[src/rtl/ps2_key_decoder.sv]
// PS/2 keyboard receiver and Set-2 scan-code translator feeding the editor's
// character input with single-cycle codes.
`timescale 1ns/1ps
module ps2_key_decoder #(
    parameter int unsigned TIMEOUT = 25000
) (
    input  logic       clk_25mhz,
    input  logic       reset,
    input  logic       ps2_clk,
    input  logic       ps2_data,
    output logic [7:0] ch_code,
    output logic       frame_err,
    output logic       shift_state
);

    localparam int unsigned TW = $clog2(TIMEOUT + 1);
    localparam logic [TW-1:0] TMO_MAX = TW'(TIMEOUT);

    typedef enum logic [1:0] {S_IDLE, S_DATA, S_PARITY, S_STOP} state_e;

    logic          clk_s1_q, clk_s1_d, clk_s2_q, clk_s2_d, clk_prev_q, clk_prev_d;
    logic          dat_s1_q, dat_s1_d, dat_s2_q, dat_s2_d;
    state_e        state_q, state_d;
    logic [2:0]    bit_cnt_q, bit_cnt_d;
    logic [7:0]    shreg_q, shreg_d;
    logic          par_ok_q, par_ok_d;
    logic [TW-1:0] tmo_cnt_q, tmo_cnt_d;
    logic          byte_vld_q, byte_vld_d;
    logic [7:0]    byte_q, byte_d;
    logic          rx_err_q, rx_err_d;
    logic          brk_q, brk_d, ext_q, ext_d, shift_q, shift_d;
    logic [7:0]    ch_code_q, ch_code_d;
    logic          frame_err_q, frame_err_d;
    logic          fall_c;

    // Letter index 1..26 for a Set-2 make code, 0 when not a letter.
    function automatic logic [4:0] letter_idx(input logic [7:0] sc);
        logic [4:0] r;
        case (sc)
            8'h1C: r = 5'd1;   8'h32: r = 5'd2;   8'h21: r = 5'd3;   8'h23: r = 5'd4;
            8'h24: r = 5'd5;   8'h2B: r = 5'd6;   8'h34: r = 5'd7;   8'h33: r = 5'd8;
            8'h43: r = 5'd9;   8'h3B: r = 5'd10;  8'h42: r = 5'd11;  8'h4B: r = 5'd12;
            8'h3A: r = 5'd13;  8'h31: r = 5'd14;  8'h44: r = 5'd15;  8'h4D: r = 5'd16;
            8'h15: r = 5'd17;  8'h2D: r = 5'd18;  8'h1B: r = 5'd19;  8'h2C: r = 5'd20;
            8'h3C: r = 5'd21;  8'h2A: r = 5'd22;  8'h1D: r = 5'd23;  8'h22: r = 5'd24;
            8'h35: r = 5'd25;  8'h1A: r = 5'd26;
            default: r = 5'd0;
        endcase
        return r;
    endfunction

    // Editor code for a make code given prefix and shift state; 0 = unmapped.
    function automatic logic [7:0] xlate(input logic [7:0] sc, input logic ext, input logic shf);
        logic [7:0] r;
        logic [4:0] li;
        li = letter_idx(sc);
        r  = 8'd0;
        if (ext) begin
            if (sc == 8'h75)      r = 8'd67;
            else if (sc == 8'h72) r = 8'd68;
        end else if (li != 5'd0) begin
            r = shf ? 8'(li) + 8'd26 : 8'(li);
        end else begin
            case (sc)
                8'h25:   r = shf ? 8'd53 : 8'd0;
                8'h46:   r = shf ? 8'd54 : 8'd0;
                8'h45:   r = shf ? 8'd55 : 8'd0;
                8'h55:   r = shf ? 8'd0 : 8'd56;
                8'h5D:   r = 8'd58;
                8'h29:   r = 8'd59;
                8'h49:   r = shf ? 8'd0 : 8'd60;
                8'h66:   r = 8'd65;
                8'h5A:   r = 8'd66;
                default: r = 8'd0;
            endcase
        end
        return r;
    endfunction

    // Pin synchronizers and falling-edge detect on the synchronized clock.
    always_comb begin
        clk_s1_d   = ps2_clk;
        clk_s2_d   = clk_s1_q;
        clk_prev_d = clk_s2_q;
        dat_s1_d   = ps2_data;
        dat_s2_d   = dat_s1_q;
        fall_c     = clk_prev_q & ~clk_s2_q;
    end

    // Frame receiver next state: start, 8 data bits LSB first, odd parity, stop, timeout abort.
    always_comb begin
        state_d    = state_q;
        bit_cnt_d  = bit_cnt_q;
        shreg_d    = shreg_q;
        par_ok_d   = par_ok_q;
        tmo_cnt_d  = tmo_cnt_q;
        byte_vld_d = 1'b0;
        byte_d     = byte_q;
        rx_err_d   = 1'b0;

        if (fall_c)                    tmo_cnt_d = '0;
        else if (tmo_cnt_q != TMO_MAX) tmo_cnt_d = tmo_cnt_q + TW'(1);

        case (state_q)
            S_IDLE: begin
                if (fall_c && !dat_s2_q) begin
                    state_d   = S_DATA;
                    bit_cnt_d = 3'd0;
                end
            end
            S_DATA: begin
                if (fall_c) begin
                    shreg_d   = {dat_s2_q, shreg_q[7:1]};
                    bit_cnt_d = bit_cnt_q + 3'd1;
                    if (bit_cnt_q == 3'd7) state_d = S_PARITY;
                end
            end
            S_PARITY: begin
                if (fall_c) begin
                    par_ok_d = ^{dat_s2_q, shreg_q};
                    state_d  = S_STOP;
                end
            end
            S_STOP: begin
                if (fall_c) begin
                    state_d = S_IDLE;
                    if (par_ok_q && dat_s2_q) begin
                        byte_vld_d = 1'b1;
                        byte_d     = shreg_q;
                    end else begin
                        rx_err_d = 1'b1;
                    end
                end
            end
            default: state_d = S_IDLE;
        endcase

        if (state_q != S_IDLE && !fall_c && tmo_cnt_q == TMO_MAX) begin
            state_d  = S_IDLE;
            rx_err_d = 1'b1;
        end
        if (state_d == S_IDLE) tmo_cnt_d = '0;
    end

    // Byte interpreter: prefix/break/shift tracking and translation to editor codes.
    always_comb begin
        brk_d       = brk_q;
        ext_d       = ext_q;
        shift_d     = shift_q;
        ch_code_d   = 8'd0;
        frame_err_d = rx_err_q;
        if (rx_err_q) begin
            brk_d = 1'b0;
            ext_d = 1'b0;
        end else if (byte_vld_q) begin
            if (byte_q == 8'hE0) begin
                ext_d = 1'b1;
            end else if (byte_q == 8'hF0) begin
                brk_d = 1'b1;
            end else begin
                brk_d = 1'b0;
                ext_d = 1'b0;
                if (!ext_q && (byte_q == 8'h12 || byte_q == 8'h59)) shift_d = !brk_q;
                else if (!brk_q) ch_code_d = xlate(byte_q, ext_q, shift_q);
            end
        end
    end

    // State registers with synchronous reset.
    always_ff @(posedge clk_25mhz) begin
        if (reset) begin
            clk_s1_q    <= 1'b1;
            clk_s2_q    <= 1'b1;
            clk_prev_q  <= 1'b1;
            dat_s1_q    <= 1'b1;
            dat_s2_q    <= 1'b1;
            state_q     <= S_IDLE;
            bit_cnt_q   <= 3'd0;
            shreg_q     <= 8'd0;
            par_ok_q    <= 1'b0;
            tmo_cnt_q   <= '0;
            byte_vld_q  <= 1'b0;
            byte_q      <= 8'd0;
            rx_err_q    <= 1'b0;
            brk_q       <= 1'b0;
            ext_q       <= 1'b0;
            shift_q     <= 1'b0;
            ch_code_q   <= 8'd0;
            frame_err_q <= 1'b0;
        end else begin
            clk_s1_q    <= clk_s1_d;
            clk_s2_q    <= clk_s2_d;
            clk_prev_q  <= clk_prev_d;
            dat_s1_q    <= dat_s1_d;
            dat_s2_q    <= dat_s2_d;
            state_q     <= state_d;
            bit_cnt_q   <= bit_cnt_d;
            shreg_q     <= shreg_d;
            par_ok_q    <= par_ok_d;
            tmo_cnt_q   <= tmo_cnt_d;
            byte_vld_q  <= byte_vld_d;
            byte_q      <= byte_d;
            rx_err_q    <= rx_err_d;
            brk_q       <= brk_d;
            ext_q       <= ext_d;
            shift_q     <= shift_d;
            ch_code_q   <= ch_code_d;
            frame_err_q <= frame_err_d;
        end
    end

    assign ch_code     = ch_code_q;
    assign frame_err   = frame_err_q;
    assign shift_state = shift_q;

endmodule

[config.mk]
export PLATFORM = sky130hd
export DESIGN_NAME = ps2_key_decoder
export DESIGN_NICKNAME = d
export VERILOG_FILES = /design/src/rtl/ps2_key_decoder.sv
export SDC_FILE = /design/constraint.sdc
export NUM_CORES = 1
export LEC_CHECK = 0
export BUFFER_PORTS_ARGS = -buffer_cell sky130_fd_sc_hd__buf_2
export CORE_AREA = 3 3 99 101
export DETAILED_ROUTE_END_ITERATION = 8
export DIE_AREA = 0 0 102 104
export PLACE_DENSITY = 0.63
export SETUP_SLACK_MARGIN = 0.3
export SLEW_MARGIN = 20
export SYNTH_ARGS = -nofsm -noshare
export SYNTH_HDL_FRONTEND = slang
export SYNTH_SLANG_ARGS = --single-unit
export TNS_END_PERCENT = 20
[constraint.sdc]
create_clock -name clk_25mhz -period 3.15 [get_ports clk_25mhz]
set_clock_uncertainty 0.2 [all_clocks]
set_input_delay 0.315 -clock clk_25mhz [delete_from_list [all_inputs] [get_ports clk_25mhz]]
set_output_delay 0.315 -clock clk_25mhz [all_outputs]
set_load 0.03 [all_outputs]
==> results of run 1 <==
## worst min path at each step
| stage | from | end | slack [ns] |
|---|---|---|---|
| CTS | reset | frame_err$_SDFF_PP0_ | 0.08 |
| detailed placement | dat_s1_q$_SDFF_PP1_ | dat_s2_q$_SDFF_PP1_ | 0.20 |
| global placement | dat_s1_q$_SDFF_PP1_ | dat_s2_q$_SDFF_PP1_ | 0.19 |
| finish | reset | frame_err$_SDFF_PP0_ | 0.11 |
| global route | reset | frame_err$_SDFF_PP0_ | 0.11 |
| floorplan | clk_s1_q$_SDFF_PP1_ | clk_prev_d$_SDFF_PP1_ | 0.19 |
## per-layer routing
layer | share of wire, % | GRT usage (%)
met2 | 45 | 24.74
met4 | 3.5 | 8.997
met3 | 4.3 | 3.823
met5 | 0 | 0
met1 | 47 | 22.20
## cell usage after synthesis (all sizes together) (5+ instances only)
cell / instances
nand4: 8
inv: 19
xnor2: 12
a2111oi: 5
ha: 12
nor3: 7
nand3b: 5
nor2b: 7
clkbuf: 14
and3: 5
a31oi: 5
a21oi: 44
or3: 5
nand3: 11
nor2: 44
nand2b: 8
o21ai: 19
or2: 7
a211oi: 5
xor2: 8
nand2: 57
buf: 12
dfxtp: 60
nor4: 6
mux2i: 6
## layout by cell type (no fill, tap or decap), types with 8 or more instances in the layout
cell      synthesis  routed
buf_2             6      12
clkbuf_8          0      12
nor2_1           43      43
o21ai_0          19      19
inv_1            18      18
dfxtp_1          60      58
ha_1             12      12
nand2b_1          8       8
a21oi_1          43      41
nand3_1          11      11
xnor2_1          12      12
nand4_1           8       8
xor2_1            8       8
nand2_1          55      54
## power by group through the flow
stage	clock network [mW]	registers, mW	logic [mW]
final	0.738	0.764	0.0271
after CTS	0.750	0.764	0.0265
after global placement	0	0.781	0.0240
after global routing	0.783	0.764	0.0300
after detailed placement	0	0.781	0.0245
after floorplan	0	0.780	0.0210
## sequential cells by signal, indices dropped and copies added, names as in the netlist, 2 cells and up, named ones only
signal	cells
tmo_cnt_q	15
byte_q	8
shreg_q	8
ch_code	7
bit_cnt_q	3
state_q	2
## layout make-up
class	count	area [um2]	area share, %
multi-input cells	348	2218	55.84
flip-flops and latches	60	1204	30.30
clock buffers	13	168.9	4.252
well taps	111	138.9	3.496
repair buffers	20	125.1	3.150
inverters	19	73.82	1.858
clock inverters	3	43.79	1.102
## worst max-delay path, stage by stage (launching register included)
cell      delay, ns
dfxtp_2        0.37
and4b_2        0.34
nand2_8        0.16
nand2_1        0.13
a21oi_4        0.24
inv_1          0.11
ha_1           0.22
a21bo_2        0.25
o21ai_0        0.12
a211oi_1       0.24
o311ai_1       0.13
## metrics by stage
stage | hold slack, ns | instances | power, mW
2_1_floorplan | 0.1895 | 453 | 0.8010
3_3_place_gp | 0.1950 | 555 | 0.8048
3_5_place_dp | 0.1957 | 555 | 0.8055
4_1_cts | 0.08451 | 573 | 1.540
5_1_grt | 0.1132 | 574 | 1.577
6_report | 0.1120 | 574 | 1.529
## repair_timing
item | in CTS | in global routing
hold buffers | 2 | 0
resized for setup | 0 | 8
setup buffers | 0 | 1
endpoints found under the hold margin | 2 | 0
setup endpoints to repair | 0 | 5
## logic make-up (layout without fill, tap and decap cells)
logic type,after synthesis,in the layout,share of synthesized area [%]
AOI/OAI and AO/OA,114,114,20.81
muxes,9,9,2.714
and+or+nand+nor,192,192,28.22
DFF,60,60,33.40
adders and majority gates,12,12,4.175
other,1,1,0.1043
buffers and inverters,45,55,5.706
xor gates and xnor gates,20,20,4.871
==> impl_metrics.py, run 1 <==
metrics = {
    "setup_path": {
        "reg2reg_from": "state_q[1]$_SDFF_PP0_",
        "reg2reg_slack_ns": 0.51,
        "cp-start-kind": "register",
        "arrival_ns": 2.65,
        "cp.required_ns": 3.16,
        "reg2regPathDepth": 10,
        "crit_type": "reg -> reg",
        "end_kind": "register",
        "crit_path_max_fanout": 22,
        "cp-startpoint": "state_q[1]$_SDFF_PP0_",
    },
    "job": {
        "maxCapViolations": 0,
    },
    "timing": {
        "setup_viol": 0,
        "fin_ws_ns": 0.5064,
        "rsz0062_at_grt": "no",
        "worstMarginPinSlew_ns": 0.6065,
        "max_slew_margin_pct": 59.48,
        "hold_viol": 0,
        "fin_crit_sh_pct": 83.92,
        "finalCriticalPeriod_ns": 2.644,
        "tns_ns": 0,
        "slew_viol_final": 0,
        "clock.fmax_ghz": 0.3783,
    },
    "drt": {
        "routed_wl_um": 8604,
        "drc": 0,
        "via_count": 3285,
        "drtAntennaViolNets": 0,
        "drt_iter0_markers": 346,
        "wl_per_cell_um": 14.99,
        "dr.pass1.iters": 5,
        "viasPerCell": 5.723,
    },
    "cells_and_area": {
        "fillers": 896,
        "layout-drive-gt1-share_pct": 12.96,
        "fin_util_pct": 43.61,
        "antenna_cells": 0,
        "synthToLayoutAreaGrowth_pct": 10.47,
        "design_area_um2": 3973,
        "num-nets-final": 474,
    },
    "synthesis": {
        "ys_types": 76,
        "synth_nets": 469,
        "netlist.area_leader.share_pct": 33.40,
        "ys_seq_area_share_pct": 33.40,
        "synth_warnings": 0,
        "syn_area_um2": 3596,
        "synth_top_area_cell": "dfxtp_1",
        "synthCells": 453,
        "post_synth.cell_area_avg_um2": 7.938,
        "netlist_top_cells_area": "dfxtp_1 33%, a21oi_1 6.0%, nand2_1 5.7%",
        "synth_edf_count": 0,
        "async_reset_ff_share_pct": 0,
        "ys.flop_type": "dfxtp_1",
        "synth_seq_cells": 60,
    },
    "global_route": {
        "grt_usage_pct": 16.71,
        "grt_remaining_overflow": 0,
        "antenna_found_initial": 0,
        "grt_max_degree": 37,
        "grt_pass1_vias": 3063,
        "grt_first_pass_wirelength_um": 14440,
    },
    "floorplan": {
        "die_width_um": 102,
        "io-pin-count": 14,
        "num_rows": 35,
        "fp.dieArea_um2": 10610,
        "initial_utilization_pct": 39.48,
        "core-area_um2": 9109,
        "die-height_um": 104,
    },
    "power": {
        "clkPwrFrac_pct": 48.3,
        "power_switching_uw": 327.9,
        "comb_power_share_pct": 1.8,
        "irDropWorstVdd_mv": 0.2219,
        "power-per-cell-area_nw_per_um2": 384.8,
        "power_frac_seq_pct": 50.0,
        "swShare_pct": 21.45,
        "leakage_nw": 1.321,
        "internal_power_mw": 1.201,
    },
    "min_path": {
        "hold_path.class": "in -> reg",
        "hold_path_depth": 2,
    },
    "placed_design": {
        "io_buffers": 12,
        "dp_hpwl_um": 6107,
        "placed_cell_area_um2": 3705,
        "gp_congestion": 0.9181,
        "dp_slack_ns": 0.3348,
    },
    "clock_tree": {
        "clk_path_buf_depth": 2,
        "htreeDepth": 3,
        "insertion_delay_ns": 0.34,
        "clk_pin_slew_ns": 0.07,
        "cts_buffers": 9,
        "cts_root_buf": "clkbuf_8",
        "clock-sinks": 60,
        "cts_tree": "done",
    },
    "status": {
        "status": "finished clean",
    },
}
(Power assumes the default switching activity.)
==> run 2, diff against run 1 <==
==> constraint.sdc (replaced) <==
create_clock -name clk_25mhz -period 2.2 [get_ports clk_25mhz]
set_clock_uncertainty 0.2 [all_clocks]
set_input_delay 0.22 -clock clk_25mhz [delete_from_list [all_inputs] [get_ports clk_25mhz]]
set_output_delay 0.22 -clock clk_25mhz [all_outputs]
set_load 0.03 [all_outputs]
==> run 2 against run 1 <==
Final cell count up 10%; clock power is 35% higher; worst setup slack got worse by 0.71 ns; largest power group unchanged; power rose by 40%; highest routed layer unchanged; wire length grew 18%; combinational power rose by 83%; core utilization is 9.9 points higher; the flow now finishes with violations (negative setup slack); maximum frequency is 10% higher; flip-flop and latch count did not move.
==> impl_metrics.py, run 2 (synthesized netlist as in run 1, its figures left out) <==
metrics = {
    "job": {
        "maxCapViolations": 0,
    },
    "floorplan": {
        "die-height_um": 104,
        "core-area_um2": 9109,
        "initial_utilization_pct": 39.48,
        "die_width_um": 102,
        "io-pin-count": 14,
        "fp.dieArea_um2": 10610,
        "num_rows": 35,
    },
    "timing": {
        "rsz0062_at_grt": "yes",
        "clock.fmax_ghz": 0.4163,
        "slew_viol_final": 0,
        "max_slew_margin_pct": 56.02,
        "hold_viol": 0,
        "tns_ns": -0.7557,
        "fin_ws_ns": -0.2018,
        "finalCriticalPeriod_ns": 2.402,
        "setup_viol": 5,
        "worstMarginPinSlew_ns": 0.6584,
        "fin_crit_sh_pct": 109.2,
    },
    "min_path": {
        "hold_path_depth": 3,
        "hp-start": "reset",
        "hold_path.class": "in -> reg",
    },
    "status": {
        "status": "finished with violations",
        "violations": "negative setup slack",
    },
    "clock_tree": {
        "cts_buffers": 9,
        "clk_pin_slew_ns": 0.07,
        "cts_root_buf": "clkbuf_8",
        "clock-sinks": 60,
        "insertion_delay_ns": 0.35,
        "clk_path_buf_depth": 2,
        "cts_tree": "done",
        "htreeDepth": 3,
    },
    "cells_and_area": {
        "stdcell_count": 634,
        "synthToLayoutAreaGrowth_pct": 35.66,
        "top_register": "tmo_cnt_q",
        "layout-drive-gt1-share_pct": 36.71,
        "fin_util_pct": 53.56,
        "register_area_um2": 1225,
        "num-nets-final": 534,
        "largest_reg_flops": 15,
        "final_cell_mix": "61 x buf_4, 51 x nand2_1, 47 x dfxtp_1",
        "antenna_cells": 0,
        "top_regs": "tmo_cnt_q (15), byte_q (8), shreg_q (8)",
        "layout_commonest_cell": "buf_4",
        "fillers": 843,
        "multiInputGateArea_um2": 2628,
    },
    "setup_path": {
        "cpMostUsedCell": "buf_4",
        "reg2regPathDepth": 11,
        "cp-start-kind": "register",
        "arrival_ns": 2.46,
        "cp-startpoint": "clk_prev_d$_SDFF_PP1_",
        "reg2reg_from": "clk_prev_d$_SDFF_PP1_",
        "cp_slowest_stage_delay_ns": 0.33,
        "crit_type": "reg -> reg",
        "slowest_stage": "dfxtp_2",
        "cp.required_ns": 2.26,
        "path_cells": "nand4b_1 > nor2_4 > nand2_2 > a21oi_4 > buf_4 > ha_4 > inv_2 > buf_4 > o22ai_2 > a21boi_1 > o31ai_2",
        "end_kind": "register",
        "crit_path_max_fanout": 4,
    },
    "placed_design": {
        "dp_cells": 604,
        "dp_hpwl_um": 6930,
        "io_buffers": 12,
        "gp_congestion": 0.9088,
    },
    "power": {
        "power_frac_seq_pct": 51.0,
        "power_switching_uw": 477.5,
        "leakage_nw": 1.718,
        "power-per-cell-area_nw_per_um2": 437.9,
        "internal_power_mw": 1.659,
        "irDropWorstVdd_mv": 0.4501,
        "clkPwrFrac_pct": 46.7,
        "comb_power_share_pct": 2.3,
        "swShare_pct": 22.35,
    },
    "drt": {
        "dr.pass1.iters": 5,
        "routed_wl_um": 10170,
        "viasPerCell": 5.634,
        "via_count": 3572,
        "wl_per_cell_um": 16.04,
        "drc": 0,
        "drt_iter0_markers": 252,
        "drtAntennaViolNets": 0,
    },
    "global_route": {
        "grt_first_pass_wirelength_um": 16300,
        "met3_usage_pct": 4.427,
        "antenna_found_initial": 0,
        "grt_pass1_vias": 3427,
        "grt_max_degree": 44,
        "grt-busiest-layer": "met2",
        "use_met1_pct": 24.60,
        "grt_remaining_overflow": 0,
        "grt_usage_pct": 18.93,
        "gr-usage-met2_pct": 29.57,
    },
}
## run 2: cell types whose count changed in the layout (fill, tap and decap cells not counted), sizes merged
cell	delta
clkinv	+1
buf	+60
clkbuf	-1
## run 2: worst max-delay path: cells and delay by family, from the launching register on
kind | cells | cell delay [ns]
adders and majority gates | 1 | 0.12
DFF | 1 | 0.33
AOI/OAI and AO/OA | 4 | 0.74
buffers and inverters | 3 | 0.35
and+or+nand+nor | 3 | 0.58
## run 2: final timing paths
kind                            slack, ns                   endpoint
worst min-delay path                 0.11  bit_cnt_q[0]$_SDFFE_PP0P_
worst max register to register      -0.20                   register
worst min register to register       0.22        dat_s2_q$_SDFF_PP1_
worst max-delay path                -0.20                   register
## run 2: routing by layer
metal | vias to the layer above | wire, um
li1 | 1739 | -
met1 | 1713 | 4498
met2 | 94 | 5037
met3 | 26 | 370
met4 | 0 | 262
met5 | - | 0
## run 2: repair_timing
action / CTS / global route
endpoints found under the setup margin: 34 / 41
gates cloned: 0 / 0
pin swaps: 19 / 38
hold buffers: 2 / 0
resized for setup: 35 / 73
setup buffers: 5 / 7
hold endpoints to repair: 2 / 0
## run 2: area by class of cell
| class | instances | area share, % |
|---|---|---|
| tap | 111 | 2.847 |
| clock buffer | 12 | 2.975 |
| inverter | 19 | 1.667 |
| multi-input combinational | 348 | 53.86 |
| clock inverter | 4 | 1.000 |
| sequential | 60 | 25.11 |
| timing repair buffer | 80 | 12.54 |
## run 2: metrics by stage
step,hold WS (ns),setup WS [ns],cell area (um2),power [mW]
2_1_floorplan,0.1238,-0.2330,3676,1.148
3_3_place_gp,0.1939,-0.1167,4153,1.161
3_5_place_dp,0.2025,-0.1943,4153,1.162
4_1_cts,0.1078,-0.1295,4501,2.154
5_1_grt,0.1246,-0.3123,4878,2.207
6_report,0.1116,-0.2018,4878,2.136
## run 2: power by group through the flow
stage / Combinational (mW) / Clock (mW) / Sequential (mW)
CTS: 0.0480 / 1.01 / 1.09
global route: 0.0543 / 1.06 / 1.09
global placement: 0.0437 / 0 / 1.12
finish: 0.0496 / 0.997 / 1.09
floorplan: 0.0310 / 0 / 1.12
detailed placement: 0.0444 / 0 / 1.12
==> run 3, diff against run 2 <==
--- a/config.mk
+++ b/config.mk
@@ -5,11 +5,12 @@
 export SDC_FILE = /design/constraint.sdc
 export NUM_CORES = 1
 export LEC_CHECK = 0
+export ABC_CLOCK_PERIOD_IN_PS = 2650
 export BUFFER_PORTS_ARGS = -buffer_cell sky130_fd_sc_hd__buf_2
 export CORE_AREA = 3 3 99 101
 export DETAILED_ROUTE_END_ITERATION = 8
 export DIE_AREA = 0 0 102 104
-export PLACE_DENSITY = 0.63
+export PLACE_DENSITY = 0.61
 export SETUP_SLACK_MARGIN = 0.3
 export SLEW_MARGIN = 20
 export SYNTH_ARGS = -nofsm -noshare
==> constraint.sdc (replaced) <==
create_clock -name clk_25mhz -period 2.65 [get_ports clk_25mhz]
set_clock_uncertainty 0.2 [all_clocks]
set_input_delay 0.265 -clock clk_25mhz [delete_from_list [all_inputs] [get_ports clk_25mhz]]
set_output_delay 0.265 -clock clk_25mhz [all_outputs]
set_load 0.03 [all_outputs]
==> run 3 against run 2 <==
The flow now finishes without violations; worst hold slack better by 0.099 ns; clock-buffer cell count is 1 higher; design area is 13% lower; sequential share of layout area is 3.1 points higher.
==> impl_metrics.py, run 3 (synthesized netlist as in run 1, its figures left out) <==
metrics = {
    "status": {
        "status": "finished clean",
    },
    "timing": {
        "max_slew_margin_pct": 51.72,
        "worstMarginPinSlew_ns": 0.7228,
        "rsz0062_at_grt": "yes",
        "slew_viol_final": 0,
        "finalCriticalPeriod_ns": 2.291,
        "fin_ws_ns": 0.3593,
        "clock.fmax_ghz": 0.4365,
        "hold_viol": 0,
        "setup_viol": 0,
        "fin_crit_sh_pct": 86.44,
        "tns_ns": 0,
    },
    "placed_design": {
        "io_buffers": 12,
        "placed_cell_area_um2": 3805,
        "dp_slack_ns": 0.2034,
        "dp_hpwl_um": 6148,
        "gp_congestion": 0.8871,
        "dp_cells": 563,
    },
    "floorplan": {
        "die_width_um": 102,
        "fp.dieArea_um2": 10610,
        "initial_utilization_pct": 39.48,
        "io-pin-count": 14,
        "num_rows": 35,
        "core-area_um2": 9109,
        "die-height_um": 104,
    },
    "global_route": {
        "grt_remaining_overflow": 0,
        "antenna_found_initial": 0,
        "grt_max_degree": 33,
        "grt_pass1_vias": 3030,
        "grt_first_pass_wirelength_um": 14260,
        "grt_usage_pct": 16.50,
    },
    "setup_path": {
        "critPathBufInv": 1,
        "cp_slowest_stage_delay_ns": 0.54,
        "cp.required_ns": 2.67,
        "reg2regPathDepth": 7,
        "cp-start-kind": "register",
        "crit_path_max_fanout": 6,
        "reg2reg_slack_ns": 0.36,
        "path_cells": "and4b_4 > nand2_8 > buf_4 > a2111oi_0 > o22ai_1 > a21boi_0 > o31ai_1",
        "cp_top_family": "compound AO/OA/AOI/OAI gates",
        "crit_type": "reg -> reg",
        "reg2reg_from": "clk_prev_d$_SDFF_PP1_",
        "slowest_stage": "a2111oi_0",
        "end_kind": "register",
        "arrival_ns": 2.31,
    },
    "drt": {
        "dr.pass1.iters": 4,
        "drt_iter0_markers": 226,
        "via_count": 3334,
        "drtAntennaViolNets": 0,
        "drc": 0,
        "wl_per_cell_um": 14.53,
        "routed_wl_um": 8633,
        "viasPerCell": 5.613,
    },
    "cells_and_area": {
        "design_area_um2": 4264,
        "synthToLayoutAreaGrowth_pct": 18.58,
        "register_area_um2": 1205,
        "antenna_cells": 0,
        "stdcell_count": 594,
        "multiInputGateArea_um2": 2310,
        "fillers": 898,
        "top_regs": "tmo_cnt_q (15), byte_q (8), shreg_q (8)",
        "final_cell_mix": "57 x dfxtp_1, 50 x nand2_1, 43 x nor2_1",
        "layout-drive-gt1-share_pct": 19.67,
        "top_register": "tmo_cnt_q",
        "largest_reg_flops": 15,
        "layout_commonest_cell": "dfxtp_1",
        "num-nets-final": 494,
    },
    "clock_tree": {
        "htreeDepth": 3,
        "cts_tree": "done",
        "insertion_delay_ns": 0.33,
        "cts_buffers": 9,
        "clock-sinks": 60,
        "clk_path_buf_depth": 2,
        "cts_root_buf": "clkbuf_8",
        "clk_pin_slew_ns": 0.07,
    },
    "power": {
        "power-per-cell-area_nw_per_um2": 476.3,
        "irDropWorstVdd_mv": 0.3043,
        "total_power_mw": 2.031,
        "leakage_nw": 1.470,
    },
    "min_path": {
        "hp-start": "dat_s1_q$_SDFF_PP1_",
        "hold_path_depth": 1,
        "holdPathEnd": "dat_s2_q$_SDFF_PP1_",
        "hold_path.class": "reg -> reg",
    },
    "job": {
        "maxCapViolations": 0,
    },
}
[run 3: changes by cell type in the layout (fill, tap and decap cells not counted), sizes merged]
cell,before,now
buf,78,37
bufinv,1,3
clkbuf,12,13
clkinv,3,0
nand2,57,58
[run 3: worst max-delay path by stage]
stage	startpoint	end	slack, ns	cells past startpoint
floorplan	state_q[0]$_SDFF_PP0_	register	0.21	14
global placement	clk_prev_d$_SDFF_PP1_	register	0.29	10
detailed placement	clk_prev_d$_SDFF_PP1_	register	0.20	10
CTS	clk_prev_d$_SDFF_PP1_	register	0.30	10
global route	clk_prev_d$_SDFF_PP1_	register	0.22	10
finish	clk_prev_d$_SDFF_PP1_	register	0.36	7
[run 3: layer usage]
metal	routed length [um]	GRT usage (%)	share of wire, %	up-vias
li1	-	-	-	1662
met1	3924	21.27	45	1551
met2	4024	25.72	47	94
met3	355	3.219	4.1	27
met4	329	8.622	3.8	0
met5	0	0	0	-
[run 3: final cells by class]
type | count | area share, %
Multi-Input combinational cell | 349 | 54.17
Sequential cell | 60 | 28.26
Timing Repair Buffer | 39 | 6.279
Clock buffer | 13 | 4.196
Tap cell | 111 | 3.257
Clock inverter | 3 | 2.113
Inverter | 19 | 1.731
[run 3: what timing repair did]
action,in CTS,in global routing
hold buffers,2,0
gates resized for setup,5,15
gates cloned,0,1
pin swaps,0,10
endpoints found under the hold margin,2,0
endpoints found under the setup margin,5,15
buffers inserted,0,12
[run 3: worst reg2reg max path, stage by stage (launching register included)]
cell and delay, ns:
dfxtp_2 0.33, and4b_4 0.38, nand2_8 0.08, buf_4 0.16, a2111oi_0 0.55, o22ai_1 0.17, a21boi_0 0.22, o31ai_1 0.09
[run 3: stage by stage]
step           util (%)  hold WS (ns)
2_1_floorplan         -        0.1688
3_3_place_gp      41.77        0.1914
4_1_cts           45.11        0.2020
6_report          46.81        0.2107
3_5_place_dp      41.77        0.1977
5_1_grt           46.81        0.2410
[run 3: power by group]
group	internal [mW]	total (mW)	switching, mW
Combinational	0.0115	0.0347	0.0232
Clock	0.728	1.09	0.360
Sequential	0.905	0.908	0.00247
Total	1.65	2.03	0.386
